### src/rtl/bank_pkg.sv
// Shared types and helpers for the bank queue controller: ticket width,
// the "no ticket" value, teller state encoding and ticket wrap arithmetic.
package bank_pkg;

    localparam int TICKET_W = 5;
    localparam logic [TICKET_W-1:0] TICKET_NONE = '0;

    typedef enum logic [1:0] {
        IDLE  = 2'd0,
        WAIT  = 2'd1,
        SERVE = 2'd2
    } tel_state_e;

    // Tickets run 1..t_max; zero is reserved for "no ticket", so wrap lands on 1.
    function automatic logic [TICKET_W-1:0] wrap_inc(input logic [TICKET_W-1:0] t,
                                                     input logic [TICKET_W-1:0] t_max);
        return (t >= t_max) ? TICKET_W'(1) : t + TICKET_W'(1);
    endfunction

endpackage

### src/rtl/ticket_counter.sv
// Wrapping 1..TICKET_MAX ticket counter; advance gives how many tickets
// to step past this cycle (0, 1 or 2).
module ticket_counter
    import bank_pkg::*;
#(
    parameter int TICKET_MAX = 31
) (
    input  logic                clk,
    input  logic                rst,
    input  logic [1:0]          advance,
    output logic [TICKET_W-1:0] value
);

    localparam logic [TICKET_W-1:0] T_MAX = TICKET_W'(TICKET_MAX);

    logic [TICKET_W-1:0] plus1;
    logic [TICKET_W-1:0] plus2;

    always_comb begin
        plus1 = wrap_inc(value, T_MAX);
        plus2 = wrap_inc(plus1, T_MAX);
    end

    // NOTE: state registers use non-blocking assignments so every flop samples
    // pre-edge values regardless of block ordering.
    always_ff @(posedge clk) begin
        if (rst) begin
            value <= TICKET_W'(1);
        end else begin
            case (advance)
                2'd0:    value <= value;
                2'd1:    value <= plus1;
                default: value <= plus2;
            endcase
        end
    end

endmodule

### src/rtl/teller_dispatcher.sv
// Ticket issue and two-teller dispatch controller for the bank queue.
// Build option DISPATCH_RR_EN: round-robin arbitration of a contested ticket (default fixed, teller 0 wins).
module teller_dispatcher
    import bank_pkg::*;
#(
    parameter int TICKET_MAX = 31,
    parameter int MAX_WAIT   = 15
) (
    input  logic                clk,
    input  logic                rst,
    input  logic                open_en,
    input  logic                cust_req,
    input  logic [1:0]          tel_req,
    output logic [TICKET_W-1:0] cust_ticket,
    output logic                cust_ack,
    output logic                cust_rej,
    output logic [TICKET_W-1:0] waiting,
    output logic [TICKET_W-1:0] tel_ticket0,
    output logic [TICKET_W-1:0] tel_ticket1,
    output logic [1:0]          tel_wait
);

    localparam logic [TICKET_W-1:0] WAIT_LIMIT = TICKET_W'(MAX_WAIT);
    localparam logic [TICKET_W-1:0] T_MAX      = TICKET_W'(TICKET_MAX);

    tel_state_e          state_q      [2];
    logic [TICKET_W-1:0] ticket_q     [2];
    logic [TICKET_W-1:0] grant_ticket [2];

    logic [TICKET_W-1:0] issue_val;
    logic [TICKET_W-1:0] serve_val;
    logic [TICKET_W-1:0] serve_next;
    logic [TICKET_W-1:0] waiting_d;
    logic [1:0]          eligible;
    logic [1:0]          grant;
    logic [1:0]          n_disp;
    logic                issue;
    logic                has_one;
    logic                has_two;
    logic                prio;

    ticket_counter #(.TICKET_MAX(TICKET_MAX)) u_issue_ptr (
        .clk     (clk),
        .rst     (rst),
        .advance ({1'b0, issue}),
        .value   (issue_val)
    );

    ticket_counter #(.TICKET_MAX(TICKET_MAX)) u_serve_ptr (
        .clk     (clk),
        .rst     (rst),
        .advance (n_disp),
        .value   (serve_val)
    );

    // NOTE: every always_comb output gets a default at the top so no path
    // leaves a value unassigned and infers a latch.
    always_comb begin
        grant = 2'b00;
        for (int i = 0; i < 2; i++) begin
            eligible[i] = (state_q[i] == WAIT) || tel_req[i];
        end

        // A full queue still accepts when a teller takes a ticket this cycle.
        issue   = cust_req && open_en && ((waiting < WAIT_LIMIT) || (|eligible));
        has_one = (waiting != '0) || issue;
        has_two = (waiting > TICKET_W'(1)) || ((waiting == TICKET_W'(1)) && issue);

        if (&eligible) begin
            if (has_two) begin
                grant = 2'b11;
            end else if (has_one) begin
                grant[prio] = 1'b1;
            end
        end else if (has_one) begin
            grant = eligible;
        end

        serve_next      = wrap_inc(serve_val, T_MAX);
        grant_ticket[0] = serve_val;
        grant_ticket[1] = grant[0] ? serve_next : serve_val;
        n_disp          = {1'b0, grant[0]} + {1'b0, grant[1]};
        waiting_d       = waiting + TICKET_W'(issue) - TICKET_W'(n_disp);
    end

`ifdef DISPATCH_RR_EN
    logic contested;
    logic prio_q;

    assign contested = (&eligible) && has_one && !has_two;
    assign prio      = prio_q;

    always_ff @(posedge clk) begin
        if (rst) begin
            prio_q <= 1'b0;
        end else if (contested) begin
            prio_q <= ~prio_q;
        end
    end
`else
    assign prio = 1'b0;
`endif

    always_ff @(posedge clk) begin
        if (rst) begin
            waiting     <= '0;
            cust_ticket <= TICKET_NONE;
            cust_ack    <= 1'b0;
            cust_rej    <= 1'b0;
            tel_wait    <= 2'b00;
            for (int i = 0; i < 2; i++) begin
                state_q[i]  <= IDLE;
                ticket_q[i] <= TICKET_NONE;
            end
        end else begin
            waiting  <= waiting_d;
            cust_ack <= issue;
            cust_rej <= cust_req && !issue;
            if (issue) begin
                cust_ticket <= issue_val;
            end
            for (int i = 0; i < 2; i++) begin
                if (grant[i]) begin
                    state_q[i]  <= SERVE;
                    ticket_q[i] <= grant_ticket[i];
                    tel_wait[i] <= 1'b0;
                end else if (eligible[i]) begin
                    state_q[i]  <= WAIT;
                    ticket_q[i] <= TICKET_NONE;
                    tel_wait[i] <= 1'b1;
                end
            end
        end
    end

    assign tel_ticket0 = ticket_q[0];
    assign tel_ticket1 = ticket_q[1];

endmodule
### config.mk
export PLATFORM = sky130hd
export DESIGN_NAME = teller_dispatcher
export DESIGN_NICKNAME = d
export VERILOG_FILES = /design/src/rtl/bank_pkg.sv /design/src/rtl/ticket_counter.sv /design/src/rtl/teller_dispatcher.sv
export SDC_FILE = /design/constraint.sdc
export NUM_CORES = 1
export LEC_CHECK = 0
export CORE_MARGIN = 2
export CORE_UTILIZATION = 47
export DETAILED_ROUTE_END_ITERATION = 10
export PLACE_DENSITY = 0.8
export SYNTH_ARGS = -nofsm -noshare
export SYNTH_HDL_FRONTEND = slang
export SYNTH_SLANG_ARGS = --single-unit
### constraint.sdc
create_clock -name clk -period 2.9 [get_ports clk]
set_input_delay 0.435 -clock clk [delete_from_list [all_inputs] [get_ports clk]]
set_output_delay 0.435 -clock clk [all_outputs]
set_load 0.02 [all_outputs]
==> metrics.txt <==
# TYPE chip_impl_metric gauge
chip_impl_metric{name="worst-slew-pin-transition",unit="ps"} 461.2
chip_impl_metric{name="nNetsFinal",unit=""} 310
chip_impl_metric{name="slew_viol_final",unit=""} 0
chip_impl_metric{name="holdPathStages",unit=""} 2
chip_impl_metric{name="post_layout_nonfiller_instances",unit=""} 338
chip_impl_metric{name="initial_utilization",unit="%"} 49.35
chip_impl_metric{name="clk_latency",unit="ps"} 290
chip_impl_metric{name="number_of_buffers_created_by_cts",unit=""} 5
chip_impl_metric{name="max-vdd-ir-drop",unit="mV"} 0.5413
chip_impl_metric{name="rows",unit=""} 24
chip_impl_metric{name="final.min_clock_period",unit="ps"} 2876
chip_impl_info{name="worstSetupStartpointType",value="primary input"} 1
chip_impl_info{name="unrepaired_setup_endpoints_after_global_routing",value="true"} 1
chip_impl_metric{name="post_synth_edffs",unit=""} 7
chip_impl_info{name="cpLargestDelayFamily",value="compound AO/OA/AOI/OAI gates"} 1
chip_impl_metric{name="multiInputGateArea",unit="µm²"} 1245
chip_impl_metric{name="grt_antenna_before_repair",unit=""} 0
chip_impl_metric{name="crit_required",unit="ps"} 3130
chip_impl_metric{name="fraction_of_layout_cells_with_a_size_suffix_above_1",unit="%"} 21.33
chip_impl_metric{name="syn-instance-count",unit=""} 235
chip_impl_metric{name="total_routed_wirelength",unit="µm"} 4582
chip_impl_info{name="critical_path.slowest_cell",value="sky130_fd_sc_hd__clkdlybuf4s50_1"} 1
chip_impl_metric{name="cp_slowest_stage_delay",unit="ps"} 470
chip_impl_metric{name="clock_skew",unit="ps"} 8.649
chip_impl_metric{name="grt_remaining_overflow",unit=""} 0
chip_impl_metric{name="finalPower",unit="W"} 0.002720
chip_impl_info{name="ys_dominant_reg_cell",value="sky130_fd_sc_hd__dfxtp_1"} 1
chip_impl_metric{name="die_w",unit="µm"} 72.08
chip_impl_metric{name="placement.io_buffers",unit=""} 29
chip_impl_metric{name="fin_crit_sh",unit="%"} 99.16
chip_impl_metric{name="fin_tns_setup",unit="ps"} 0
chip_impl_metric{name="gp_congestion",unit=""} 0.9337
chip_impl_metric{name="remaining_drc_errors",unit=""} 0
chip_impl_metric{name="routed-via-count",unit=""} 1844
chip_impl_metric{name="coreArea",unit="µm²"} 4414
chip_impl_metric{name="synth_largest_type_area_fraction",unit="%"} 28.49
chip_impl_metric{name="worst_slew_margin_rel",unit="%"} 69.16
chip_impl_info{name="hp-class",value="register to register"} 1
chip_impl_metric{name="detailedRoute.firstIterationViolations",unit=""} 80
chip_impl_metric{name="setup_violations",unit=""} 0
chip_impl_metric{name="reg2reg_depth",unit=""} 16
chip_impl_metric{name="htree_levels",unit=""} 2
chip_impl_metric{name="area_overhead_of_the_layout_relative_to_synthesis",unit="%"} 27.97
chip_impl_metric{name="track_usage",unit="%"} 18.38
chip_impl_metric{name="cts_hold_buffers",unit=""} 0
chip_impl_metric{name="syn_avg_cell_area",unit="µm²"} 9.270
chip_impl_metric{name="worst_ep_arrival_time",unit="ps"} 3110
chip_impl_metric{name="power_per_cell_area",unit="nW/µm²"} 975.6
chip_impl_metric{name="max-cap-violations",unit=""} 0
chip_impl_metric{name="synth_seq_area_share",unit="%"} 38.14
chip_impl_info{name="root_buffer",value="sky130_fd_sc_hd__clkbuf_8"} 1
chip_impl_metric{name="routed_wire_length_per_instance",unit="µm"} 13.56
chip_impl_info{name="timing.setup.critical_path_class",value="primary input to register"} 1
chip_impl_info{name="run_status",value="finished, final reports clean"} 1
chip_impl_metric{name="reg2reg_slack",unit="ps"} 30
chip_impl_info{name="top_cell_types_by_occurrence_after_synthesis",value="31 x sky130_fd_sc_hd__dfxtp_1, 26 x sky130_fd_sc_hd__nor2_1, 21 x sky130_fd_sc_hd__nand2_1, 18 x sky130_fd_sc_hd__ha_1, 18 x sky130_fd_sc_hd__inv_1"} 1
chip_impl_metric{name="clock.fmax",unit="GHz"} 0.3478
chip_impl_metric{name="via_per_inst",unit=""} 5.456
chip_impl_metric{name="netlist-cell-type-count",unit=""} 55
chip_impl_metric{name="yosys_warning_count",unit=""} 0
chip_impl_metric{name="final-hold-violation-count",unit=""} 0
chip_impl_metric{name="die-height",unit="µm"} 72.08
chip_impl_metric{name="nFillCells",unit=""} 358
chip_impl_metric{name="cts_num_sinks",unit=""} 38
chip_impl_metric{name="sequential_cell_area",unit="µm²"} 838.3
chip_impl_info{name="worstHoldEndpoint",value="ticket_q[1][0]"} 1
chip_impl_metric{name="top_level_ports",unit=""} 30
chip_impl_metric{name="grt_start_max_net_pins",unit=""} 22
chip_impl_metric{name="detailed_place_hpwl",unit="µm"} 3404
chip_impl_metric{name="clk_pin_slew",unit="ps"} 70
chip_impl_metric{name="dieArea",unit="µm²"} 5196
chip_impl_info{name="critPathCaptureType",value="register"} 1
chip_impl_metric{name="crit_buf_inv",unit=""} 4
chip_impl_metric{name="via_count_of_the_first_global_routing_pass",unit=""} 1692
chip_impl_metric{name="synth.cell_area",unit="µm²"} 2178
chip_impl_metric{name="dr.pass1.iters",unit=""} 4
chip_impl_info{name="synth_area_leader_cell",value="sky130_fd_sc_hd__dfxtp_1"} 1
chip_impl_metric{name="antenna_violating_nets_post_route",unit=""} 0
chip_impl_info{name="most_common_cell_in_the_netlist",value="sky130_fd_sc_hd__dfxtp_1"} 1
chip_impl_info{name="min-delay-start",value="ticket_q[1][0]"} 1
chip_impl_metric{name="synth_seq_cells",unit=""} 38
chip_impl_info{name="critical_path.reg2reg.endpoint",value="waiting[4]"} 1
chip_impl_info{name="crit-reg2reg-launch",value="waiting[3]"} 1
chip_impl_info{name="top_area_cells_in_the_synthesized_netlist",value="sky130_fd_sc_hd__dfxtp_1 28%, sky130_fd_sc_hd__ha_1 10%, sky130_fd_sc_hd__edfxtp_1 9.6%, sky130_fd_sc_hd__mux2i_1 4.6%, sky130_fd_sc_hd__nor2_1 4.5%"} 1
chip_impl_metric{name="place_inst",unit=""} 325
chip_impl_metric{name="max-clock-path-buffers",unit=""} 2
chip_impl_metric{name="insertedDiodeCount",unit=""} 0
chip_impl_info{name="crit_path_cell_trace",value="clkdlybuf4s50_1, inv_1, a222oi_1, a22o_1, ha_4, nand2_2, nand2_1, ha_2, inv_2, fa_2, inv_2, a21oi_2, nor2_1, or3_1, a21oi_2"} 1
chip_impl_metric{name="postLayoutCoreUtil",unit="%"} 63.15
chip_impl_metric{name="synth.net_count",unit=""} 260
chip_impl_metric{name="async_flop_share",unit="%"} 0
chip_impl_metric{name="hold-worst-slack",unit="ps"} 461.4
chip_impl_metric{name="global_route_wire_length_before_repair",unit="µm"} 7541
chip_impl_metric{name="leakage",unit="nW"} 1.185
chip_impl_metric{name="path_max_fanout",unit=""} 4
chip_impl_info{name="tritoncts",value="built"} 1
==> cell type report <==
cell class / instances / area share, %
clock buffers: 5 / 2.469
multi-input cells: 168 / 44.66
inverters: 19 / 2.828
clock inverters: 3 / 0.7630
flip-flops and latches: 38 / 30.07
repair buffers: 53 / 16.88
well taps: 52 / 2.334
==> how the worst max path moves through the flow <==
stage	startpoint	slack, ps	cells past startpoint	to
after floorplan	waiting[2]	0.7	17	waiting[4]
after global placement	tel_req[1]	-190	15	waiting[4]
after detailed placement	tel_req[1]	-250	15	waiting[4]
after CTS	waiting[3]	30	16	waiting[4]
after global routing	tel_req[1]	-150	15	waiting[4]
final	tel_req[1]	20	15	waiting[4]
==> flip-flops by register name, indices dropped and copies added, names as in the netlist <==
signal / flops
ticket_q: 10
cust_ticket: 5
u_issue_ptr.value: 5
u_serve_ptr.value: 5
waiting: 5
state_q: 4
tel_wait: 2
cust_ack: 1
cust_rej: 1
==> cell families after synthesis <==
logic type | count (synthesis) | synth area share [%]
fa+ha+maj | 19 | 11.26
flops | 38 | 38.14
xor+xnor | 6 | 2.412
mux | 10 | 4.595
compound gates | 48 | 17.46
simple gates | 85 | 19.53
buf+inv | 29 | 6.605
==> worst min-delay path: cells and delay by family, from the launching register on <==
| family | cells | cell delay [ps] |
|---|---|---|
| flops | 1 | 310 |
| compound gates | 1 | 50 |
| simple gates | 1 | 50 |
==> power breakdown <==
group | total [W] | switching (W) | internal [W]
registers | 0.000768 | 0.0000977 | 0.000670
logic | 0.00158 | 0.000807 | 0.000777
clock network | 0.000368 | 0.000199 | 0.000169
total | 0.00272 | 0.00110 | 0.00162
==> cells in the final DEF, fill, tap and decap left out, types with 3 or more instances in the layout <==
cell type / synthesis / layout
sky130_fd_sc_hd__dfxtp_1: 31 / 29
sky130_fd_sc_hd__clkdlybuf4s50_1: 0 / 29
sky130_fd_sc_hd__nor2_1: 26 / 26
sky130_fd_sc_hd__buf_4: 0 / 24
sky130_fd_sc_hd__nand2_1: 21 / 20
sky130_fd_sc_hd__ha_1: 18 / 15
sky130_fd_sc_hd__inv_1: 18 / 13
sky130_fd_sc_hd__a21oi_1: 12 / 10
sky130_fd_sc_hd__mux2i_1: 10 / 10
sky130_fd_sc_hd__and2_1: 9 / 9
sky130_fd_sc_hd__nor3_1: 7 / 7
sky130_fd_sc_hd__o21ai_0: 7 / 7
sky130_fd_sc_hd__edfxtp_1: 7 / 7
sky130_fd_sc_hd__clkbuf_8: 0 / 5
sky130_fd_sc_hd__xnor2_1: 4 / 4
sky130_fd_sc_hd__nand2b_1: 3 / 3
sky130_fd_sc_hd__a31o_2: 3 / 3
sky130_fd_sc_hd__inv_4: 1 / 3
sky130_fd_sc_hd__inv_2: 0 / 3
sky130_fd_sc_hd__or3_1: 3 / 3
==> metrics by stage <==
| step | instance area [µm²] | worst slack, ps |
|---|---|---|
| 6_report | 2788 | 24.46 |
| 3_5_place_dp | 2635 | -246.0 |
| 4_1_cts | 2725 | 25.70 |
| 2_1_floorplan | 2207 | 0.6561 |
| 3_3_place_gp | 2635 | -187.2 |
| 5_1_grt | 2788 | -151.4 |
==> what timing repair did <==
item	in CTS	in global routing
endpoints found under the setup margin	1	1
setup buffers	0	5
gates resized for setup	0	8
gates cloned	0	0
pin swaps	2	11
==> routing by layer <==
metal  wire (µm)  track usage [%]  vias to the layer above  share of wire [%]
met2        2187            30.58                       38                 48
met4          68            6.918                        0                1.5
met3         184            3.611                        8                4.0
met1        2143            23.58                      874                 47
met5           0                0                        -                  0
li1            -                -                      924                  -
No activity file was read; power rests on OpenSTA's default activity.
